File: src/rtl/cordic_arb_if.sv
// Request/response bus between the requesters, their result consumer and cordic_arb.
// Latency: none, plain wiring.
// Backpressure: req_ready is a one-hot accept pulse; rsp_valid is held until rsp_ready.
interface cordic_arb_if;
  logic [3:0]  req_valid;
  logic [63:0] req_angle;
  logic [3:0]  req_ready;
  logic        rsp_valid;
  logic        rsp_ready;
  logic [1:0]  rsp_id;
  logic [15:0] rsp_v0;
  logic [15:0] rsp_v1;
  logic        rsp_err;

  // Requester / consumer side
  modport master (
    output req_valid, req_angle, rsp_ready,
    input  req_ready, rsp_valid, rsp_id, rsp_v0, rsp_v1, rsp_err
  );

  // Arbiter side
  modport slave (
    input  req_valid, req_angle, rsp_ready,
    output req_ready, rsp_valid, rsp_id, rsp_v0, rsp_v1, rsp_err
  );
endinterface

File: src/rtl/cordic_arb.sv
// Round-robin arbiter sharing one CORDIC rotator core among 4 requesters (optional watchdog: CORDIC_ARB_TIMEOUT_EN).
// Latency: grant -> core_start 1 cycle; rsp_valid 1 cycle after the core reports done.
// Backpressure: one operation in flight; no grant while a response waits on rsp_ready.
module cordic_arb #(
  parameter int TIMEOUT_CYC = 63
) (
  input  logic        clk,
  input  logic        reset,
  cordic_arb_if.slave host,
  output logic        core_start,
  output logic [15:0] core_angle,
  input  logic        core_ready,
  input  logic [15:0] core_v0,
  input  logic [15:0] core_v1,
  output logic        core_reset
);

  typedef enum logic [2:0] {
    IDLE      = 3'd0,
    LAUNCH    = 3'd1,
    WAIT_BUSY = 3'd2,
    WAIT_DONE = 3'd3,
    RESP      = 3'd4
  } state_t;

  state_t      state;
  state_t      state_nxt;
  logic [1:0]  last_grant;
  logic [1:0]  grant_idx;
  logic [1:0]  cand;
  logic        grant_any;
  logic [15:0] grant_angle;
  logic [1:0]  rsp_id_q;
  logic [15:0] angle_q;
  logic [15:0] v0_q;
  logic [15:0] v1_q;
  logic        timeout;
  logic        rsp_hs;

  // Round-robin search: first valid requester above last_grant, wrapping mod 4
  always_comb begin
    grant_any = 1'b0;
    grant_idx = 2'd0;
    cand      = 2'd0;
    for (int k = 1; k <= 4; k++) begin
      cand = last_grant + 2'(k);
      if (!grant_any && host.req_valid[cand]) begin
        grant_any = 1'b1;
        grant_idx = cand;
      end
    end
  end

  assign grant_angle = host.req_angle[{grant_idx, 4'b0000} +: 16];
  assign rsp_hs      = host.rsp_valid & host.rsp_ready;

  // State register
  always_ff @(posedge clk) begin
    if (reset) state <= IDLE;
    else       state <= state_nxt;
  end

  // Next-state logic
  always_comb begin
    state_nxt = state;
    case (state)
      IDLE:      if (grant_any) state_nxt = LAUNCH;
      LAUNCH:    state_nxt = WAIT_BUSY;
      WAIT_BUSY: begin
        if (timeout)          state_nxt = RESP;
        else if (!core_ready) state_nxt = WAIT_DONE;
      end
      WAIT_DONE: begin
        if (timeout || core_ready) state_nxt = RESP;
      end
      RESP:      if (rsp_hs) state_nxt = IDLE;
      default:   state_nxt = IDLE;
    endcase
  end

  // Datapath: latch the granted angle/id, capture core results, rotate priority on handshake
  always_ff @(posedge clk) begin
    if (reset) begin
      last_grant <= 2'd3;
      rsp_id_q   <= 2'd0;
      angle_q    <= 16'd0;
      v0_q       <= 16'd0;
      v1_q       <= 16'd0;
    end else begin
      if (state == IDLE && grant_any) begin
        rsp_id_q <= grant_idx;
        angle_q  <= grant_angle;
      end
      if (timeout) begin
        v0_q <= 16'd0;
        v1_q <= 16'd0;
      end else if (state == WAIT_DONE && core_ready) begin
        v0_q <= core_v0;
        v1_q <= core_v1;
      end
      if (state == RESP && rsp_hs) last_grant <= rsp_id_q;
    end
  end

`ifdef CORDIC_ARB_TIMEOUT_EN
  localparam logic [15:0] WDOG_LIM = 16'(TIMEOUT_CYC - 1);

  logic [15:0] wdog;
  logic        err_q;
  logic        core_rst_q;
  logic        in_wait;

  assign in_wait = (state == WAIT_BUSY) || (state == WAIT_DONE);
  assign timeout = in_wait && (wdog == WDOG_LIM);

  // Watchdog: counts waiting cycles, clears when heading to RESP; timeout kicks the core
  always_ff @(posedge clk) begin
    if (reset) begin
      wdog       <= 16'd0;
      err_q      <= 1'b0;
      core_rst_q <= 1'b0;
    end else begin
      wdog       <= (in_wait && state_nxt != RESP) ? wdog + 16'd1 : 16'd0;
      core_rst_q <= timeout;
      if (timeout)                               err_q <= 1'b1;
      else if (state == WAIT_DONE && core_ready) err_q <= 1'b0;
    end
  end

  assign host.rsp_err = err_q;
  assign core_reset   = reset | core_rst_q;
`else
  assign timeout      = 1'b0;
  assign host.rsp_err = 1'b0;
  assign core_reset   = reset;
`endif

  // Reset gates req_ready because the accept pulse is combinational in IDLE
  assign host.req_ready = (state == IDLE && grant_any && !reset) ? (4'b0001 << grant_idx) : 4'b0000;
  assign host.rsp_valid = (state == RESP);
  assign host.rsp_id    = rsp_id_q;
  assign host.rsp_v0    = v0_q;
  assign host.rsp_v1    = v1_q;
  assign core_start     = (state == LAUNCH);
  assign core_angle     = angle_q;

endmodule
File: src/flat_wrapper.sv
// flat-port wrapper written by rule: the top's interface ports become plain ports
module cordic_arb_flat 
#(
  parameter int TIMEOUT_CYC = 63
)
  (clk, reset, core_start, core_angle, core_ready, core_v0, core_v1, core_reset, host_req_valid, host_req_angle, host_rsp_ready, host_req_ready, host_rsp_valid, host_rsp_id, host_rsp_v0, host_rsp_v1, host_rsp_err);
  cordic_arb_if host_i ();
  input  logic clk;
  input  logic reset;
  output logic core_start;
  output logic [15:0] core_angle;
  input  logic core_ready;
  input  logic [15:0] core_v0;
  input  logic [15:0] core_v1;
  output logic core_reset;
  input wire logic [$bits(host_i.req_valid)-1:0] host_req_valid;
  input wire logic [$bits(host_i.req_angle)-1:0] host_req_angle;
  input wire logic [$bits(host_i.rsp_ready)-1:0] host_rsp_ready;
  output wire logic [$bits(host_i.req_ready)-1:0] host_req_ready;
  output wire logic [$bits(host_i.rsp_valid)-1:0] host_rsp_valid;
  output wire logic [$bits(host_i.rsp_id)-1:0] host_rsp_id;
  output wire logic [$bits(host_i.rsp_v0)-1:0] host_rsp_v0;
  output wire logic [$bits(host_i.rsp_v1)-1:0] host_rsp_v1;
  output wire logic [$bits(host_i.rsp_err)-1:0] host_rsp_err;
  assign host_i.req_valid = host_req_valid;
  assign host_i.req_angle = host_req_angle;
  assign host_i.rsp_ready = host_rsp_ready;
  assign host_req_ready = host_i.req_ready;
  assign host_rsp_valid = host_i.rsp_valid;
  assign host_rsp_id = host_i.rsp_id;
  assign host_rsp_v0 = host_i.rsp_v0;
  assign host_rsp_v1 = host_i.rsp_v1;
  assign host_rsp_err = host_i.rsp_err;
  cordic_arb #(.TIMEOUT_CYC(TIMEOUT_CYC)) u_core (.clk(clk), .reset(reset), .host(host_i), .core_start(core_start), .core_angle(core_angle), .core_ready(core_ready), .core_v0(core_v0), .core_v1(core_v1), .core_reset(core_reset));
endmodule
File: config.mk
export PLATFORM = sky130hd
export DESIGN_NAME = cordic_arb_flat
export DESIGN_NICKNAME = d
export VERILOG_FILES = /design/src/rtl/cordic_arb_if.sv /design/src/rtl/cordic_arb.sv /design/src/flat_wrapper.sv
export SDC_FILE = /design/constraint.sdc
export NUM_CORES = 1
export LEC_CHECK = 0
export ABC_AREA = 1
export CORE_MARGIN = 2
export CORE_UTILIZATION = 36
export CTS_CLUSTER_SIZE = 8
export DETAILED_ROUTE_END_ITERATION = 10
export HOLD_SLACK_MARGIN = 0.02
export PLACE_DENSITY = 0.78
export SYNTH_ARGS = -nofsm -noshare
export SYNTH_HDL_FRONTEND = slang
export SYNTH_SLANG_ARGS = --single-unit
File: constraint.sdc
create_clock -name clk -period 2.4 [get_ports clk]
set_input_delay 0.72 -clock clk [delete_from_list [all_inputs] [get_ports clk]]
set_output_delay 0.72 -clock clk [all_outputs]
set_load 0.01 [all_outputs]
* Yosys cells after proc, flatten, opt, wreduce, memory -nomap -nowiden
Index checks and enable logic that the tools add are counted.
Operators by class: reductions and logical operators 13, shifts and indexed selects 2, eq/ne operators 8, bitwise logic cells 1, order comparisons 4, muxes and demuxes 22, add/sub/neg operators 3
Operators with widths (number):
- 64-bit by 7-bit variable part select with 16-bit output | 1
- 3-bit one-hot mux with 5 select lines | 1
- 2-bit by 3-bit less-than comparator with 1-bit output (second input constant) | 4
- 3-bit two-way mux | 4
- 1-bit binary-select mux with 2-bit select | 4
- 1-bit two-way mux | 8
- 2-bit two-way mux | 4
- 1-bit logical AND | 7
- 3-bit by 2-bit equality test with 1-bit output (second input constant) | 2
- 2-bit != test (second input constant) | 3
- 2-bit adder (second input constant) | 2
- 1-bit zero test | 4
- 4-bit two-way mux | 1
- 4-bit AND reduction | 1
- 1-bit by 2-bit left shift with 4-bit output (first input constant) | 1
- 3-bit by 1-bit equality test with 1-bit output (second input constant) | 1
- 3-bit equality test (second input constant) | 1
- 3-bit zero test | 1
- 2-bit by 1-bit adder with 2-bit output (second input constant) | 1
- 2-bit by 1-bit != test with 1-bit output (second input constant) | 1
- 1-bit bitwise AND | 1
Storage, ports and cells: input bits 104, output and inout bits 58, word-level logic and storage cells 59, flip-flop bits (word level) 55

* Depth between registers and ports, before layout
depth after elaboration 16, gate-level depth with buffers 17, depth with buffers taken out 15

* Least setup slack after synthesis
Ideal clock, no wire load.
path type input to output, start point input port host_req_valid[0], end point output port host_req_ready[0], required time 1.680 ns, setup slack -0.224 ns, path buffers 1, data arrival time 1.904 ns, stages on the path 11, cell sequence inv_1 nand2_1 nand2_1 o21ai_2 inv_1 nand3_1 nand2_1 inv_2 buf_4 nand2_1 nor3_1
On the way: longest elaborated chain between the ends 15, elaborated cells between the ends (all ways) 26, those cells by class 1 x shift; 17 x mux; 8 x reduce/logical
RTL lines:
- start: declaration | line flat_wrapper.sv:16 | input wire logic [$bits(host_i.req_valid)-1:0] host_req_valid;
- 1-bit binary-select mux with 2-bit select | line cordic_arb.sv:47 | if (!grant_any && host.req_valid[cand]) begin
- 1-bit two-way mux (not written as such) | line cordic_arb.sv:47
- 1-bit two-way mux | line cordic_arb.sv:47
- 1-bit zero test | line cordic_arb.sv:47
- 1-bit logical AND | line cordic_arb.sv:47
- 1-bit two-way mux | line cordic_arb.sv:47
- 1-bit zero test | line cordic_arb.sv:47
- 1-bit logical AND | line cordic_arb.sv:47
- 1-bit two-way mux | line cordic_arb.sv:47
- 1-bit zero test | line cordic_arb.sv:47
- 1-bit logical AND | line cordic_arb.sv:47
- 1-bit two-way mux | line cordic_arb.sv:47
- 1-bit logical AND (2 in a row) | line cordic_arb.sv:139 | assign host.req_ready = (state == IDLE && grant_any && !reset) ? (4'b0001 << grant_idx) : 4'b0000;
- 4-bit two-way mux * | line cordic_arb.sv:139
- end: declaration | line flat_wrapper.sv:19 | output wire logic [$bits(host_i.req_ready)-1:0] host_req_ready;
Every way passes the cells marked *; elsewhere a longest branch is shown, timed or not. The select of a mux whose other input is x is not followed.

* Worst setup path in the final report
start point input port host_req_valid[0], end point output port host_req_ready[2]
Same word-level chain as after synthesis.

==> reports/qor.txt <==
outcome: finished with violations
failing checks: negative setup slack
vias per cell: 4.814
final setup vio count: 6
CP Class: primary input to output pin
vias in the first global route: 3459
Die Footprint: 9135 um2
Synth Area per Inst: 6.212 um2
syn nets: 590
Reg2Reg Setup Slack: -0.18 ns
Synth Warn #: 0
CTS H-tree lvls: 2
Critical Path RT: 1.68 ns
ys flop type: dfxtp_1
initial cell density of the core: 36.93%
setup ws final: -0.2713 ns
grt total ovfl: 0
final hold vios: 0
CP arrival: 1.95 ns
top-area cell type share of the netlist area: 36.47%
CP endpoint kind: output pin
Synth async-reset ratio: 0%
worst hold path class: flop to flop
RR Endpoint: u_core.state[1]
peak supply drop: 255.1 uV
Startpoint Class: primary input
largest net degree at the start of global routing: 65
share of layout cells above drive strength 1: 17.81%
Area Growth Syn to Fin: 75.01%
total track usage: 21.84%
Synth Register Bits: 55
reg2reg start: u_core.last_grant[0]
initial antenna violation count: 0
total vias in the final route: 3721
Ports: 162
CTS tree: yes
number of remaining DRC errors: 0
CP max FO: 5
DR WL/cell: 13.56 um
IO Port Bufs: 160
post-synth cell types: 25
Period minus WS final: 2.671 ns
Pwr Density: 517.4 nW/um2
share of the clock period used by the worst path: 111.3%
placed standard-cell area: 4822 um2
EDFF count, synth: 0
Detail Placement HPWL: 7035 um
Hold Path End: u_core.host.rsp_v0[1]
DR iter-0 viols: 182
clock skew: 0.01243 ns
max-cap violations: 0
placer congestion estimate: 0.8805
Synth area leaders: dfxtp_1, nand2_1, nand3_1
TritonRoute pass-1 iters: 5
clock sinks: 55
Commonest cells post-synth: nand2_1, inv_1, dfxtp_1
diodes inserted: 0
cts hold-fix bufs: 0
Max Root-Sink Buffers: 2
Synth Cell Area: 3019 um2
start point of the critical path: host_req_valid[0]
post-route design area: 5284 um2
total negative slack: -1.396 ns
clock transition at the registers of the reported paths: 0.10 ns
fin nets: 771
RSZ-0062 raised after global routing: true
Slew Limit Fails: 0
clk_lat worst skew: 0.31 ns
Final ANT Viol Nets: 0
Pleak: 2.418 nW
sequential-to-total area share from yosys stat: 36.47%
CTS root buf: clkbuf_8
first-pass GRT wire length: 15840 um
Die X: 95.58 um
WHS Path Cells: 2
row cnt: 33
final WL: 10490 um
Die Span Y: 95.58 um
most frequent cell after synthesis: nand2_1
worst reg2reg path depth: 18
Max Clock Freq: 0.3744 GHz
TritonCTS buffer count: 5
min-delay src: u_core.host.rsp_v0[1]
Final Core Density: 64.63%
post-synthesis cell count: 486
area leader, netlist: dfxtp_1
Core Box Area: 8175 um2
metrics by stage:
stage | hold WS [ns] | instances | power, mW | setup slack (ns)
2_1_floorplan | 0.4677 | 486 | 1.652 | -0.1208
3_3_place_gp | 0.4301 | 739 | 2.122 | -1.136
3_5_place_dp | 0.4352 | 739 | 2.147 | -1.179
4_1_cts | 0.4505 | 768 | 2.727 | -0.2304
5_1_grt | 0.4684 | 773 | 2.917 | -0.3623
6_report | 0.4482 | 773 | 2.734 | -0.2713
how the worst max path moves through the flow:
stage          slack, ns           endpoint
2_1_floorplan      -0.12  host_req_ready[2]
3_3_place_gp       -1.14  host_req_ready[0]
3_5_place_dp       -1.18  host_req_ready[0]
4_1_cts            -0.23  host_req_ready[2]
5_1_grt            -0.36  host_req_ready[2]
6_report           -0.27  host_req_ready[2]
routing by layer:
layer | up-vias | share of wire (%) | global-route usage [%]
li1 | 1881 | - | -
met1 | 1713 | 39 | 25.11
met2 | 109 | 54 | 40.85
met3 | 18 | 5.0 | 4.111
met4 | 0 | 2.0 | 6.071
met5 | - | 0 | 0
worst max-delay path, cell delays in order:
cell and delay (ns):
buf_6 0.11, inv_4 0.04, nand2_2 0.08, nand2_4 0.10
nand2_1 0.07, nand2_2 0.09, nor2_2 0.05, nor2_2 0.15
nand2_4 0.09, nand2_8 0.12, inv_6 0.05, nor3_4 0.15
buf_2 0.15
flip-flops by register name, indices dropped and copies added (netlist names):
register            flops
u_core.last_grant       2
u_core.core_angle      16
u_core.host.rsp_id      2
u_core.state            3
u_core.host.rsp_v1     16
u_core.host.rsp_v0     16
where the power goes:
| part | leakage, nW | internal [mW] | total, mW | switching [mW] |
|---|---|---|---|---|
| Sequential | 0.449 | 1.02 | 1.09 | 0.0614 |
| Clock | 0.0485 | 0.210 | 0.528 | 0.318 |
| Combinational | 1.92 | 0.572 | 1.12 | 0.548 |
| Total | 2.42 | 1.81 | 2.73 | 0.928 |
layout by cell type, fill, tap and decap left out, drive strengths merged:
cell type	Yosys	routed
dfxtp	55	55
nor2	38	38
o21a	1	1
nand3	55	55
conb	1	1
clkinv	0	2
a21oi	36	36
buf	15	51
o31ai	1	1
o21ai	36	36
nor3	6	6
nand4	3	3
o211ai	3	3
nor3b	1	1
clkbuf	15	5
dlygate4sd2	0	1
dlymetal6s2s	0	2
clkdlybuf4s50	0	149
nand2	155	156
inv	65	66
area by class of cell:
class / count / area, um2
Fill cell: 682 / 2892
Timing Repair Buffer: 203 / 1948
Sequential cell: 55 / 1106
Multi-Input combinational cell: 337 / 1748
Tap cell: 105 / 131.4
Clock inverter: 3 / 22.52
Inverter: 65 / 259.0
Clock buffer: 5 / 68.82
timing repair:
action,in CTS,in global routing
setup buffers,20,5
gates resized for setup,73,20
pin swaps,27,22
cloned,1,0
setup endpoints to repair,19,8
cell families (layout without fill, tap and decap cells):
group,Yosys count,after routing,share of synthesized area (%)
buf+inv,95,276,13.63
compound gates,77,77,13.30
simple gates,258,259,36.47
flops,55,55,36.47
other cells,1,1,0.1242
(Power assumes the default switching activity.)
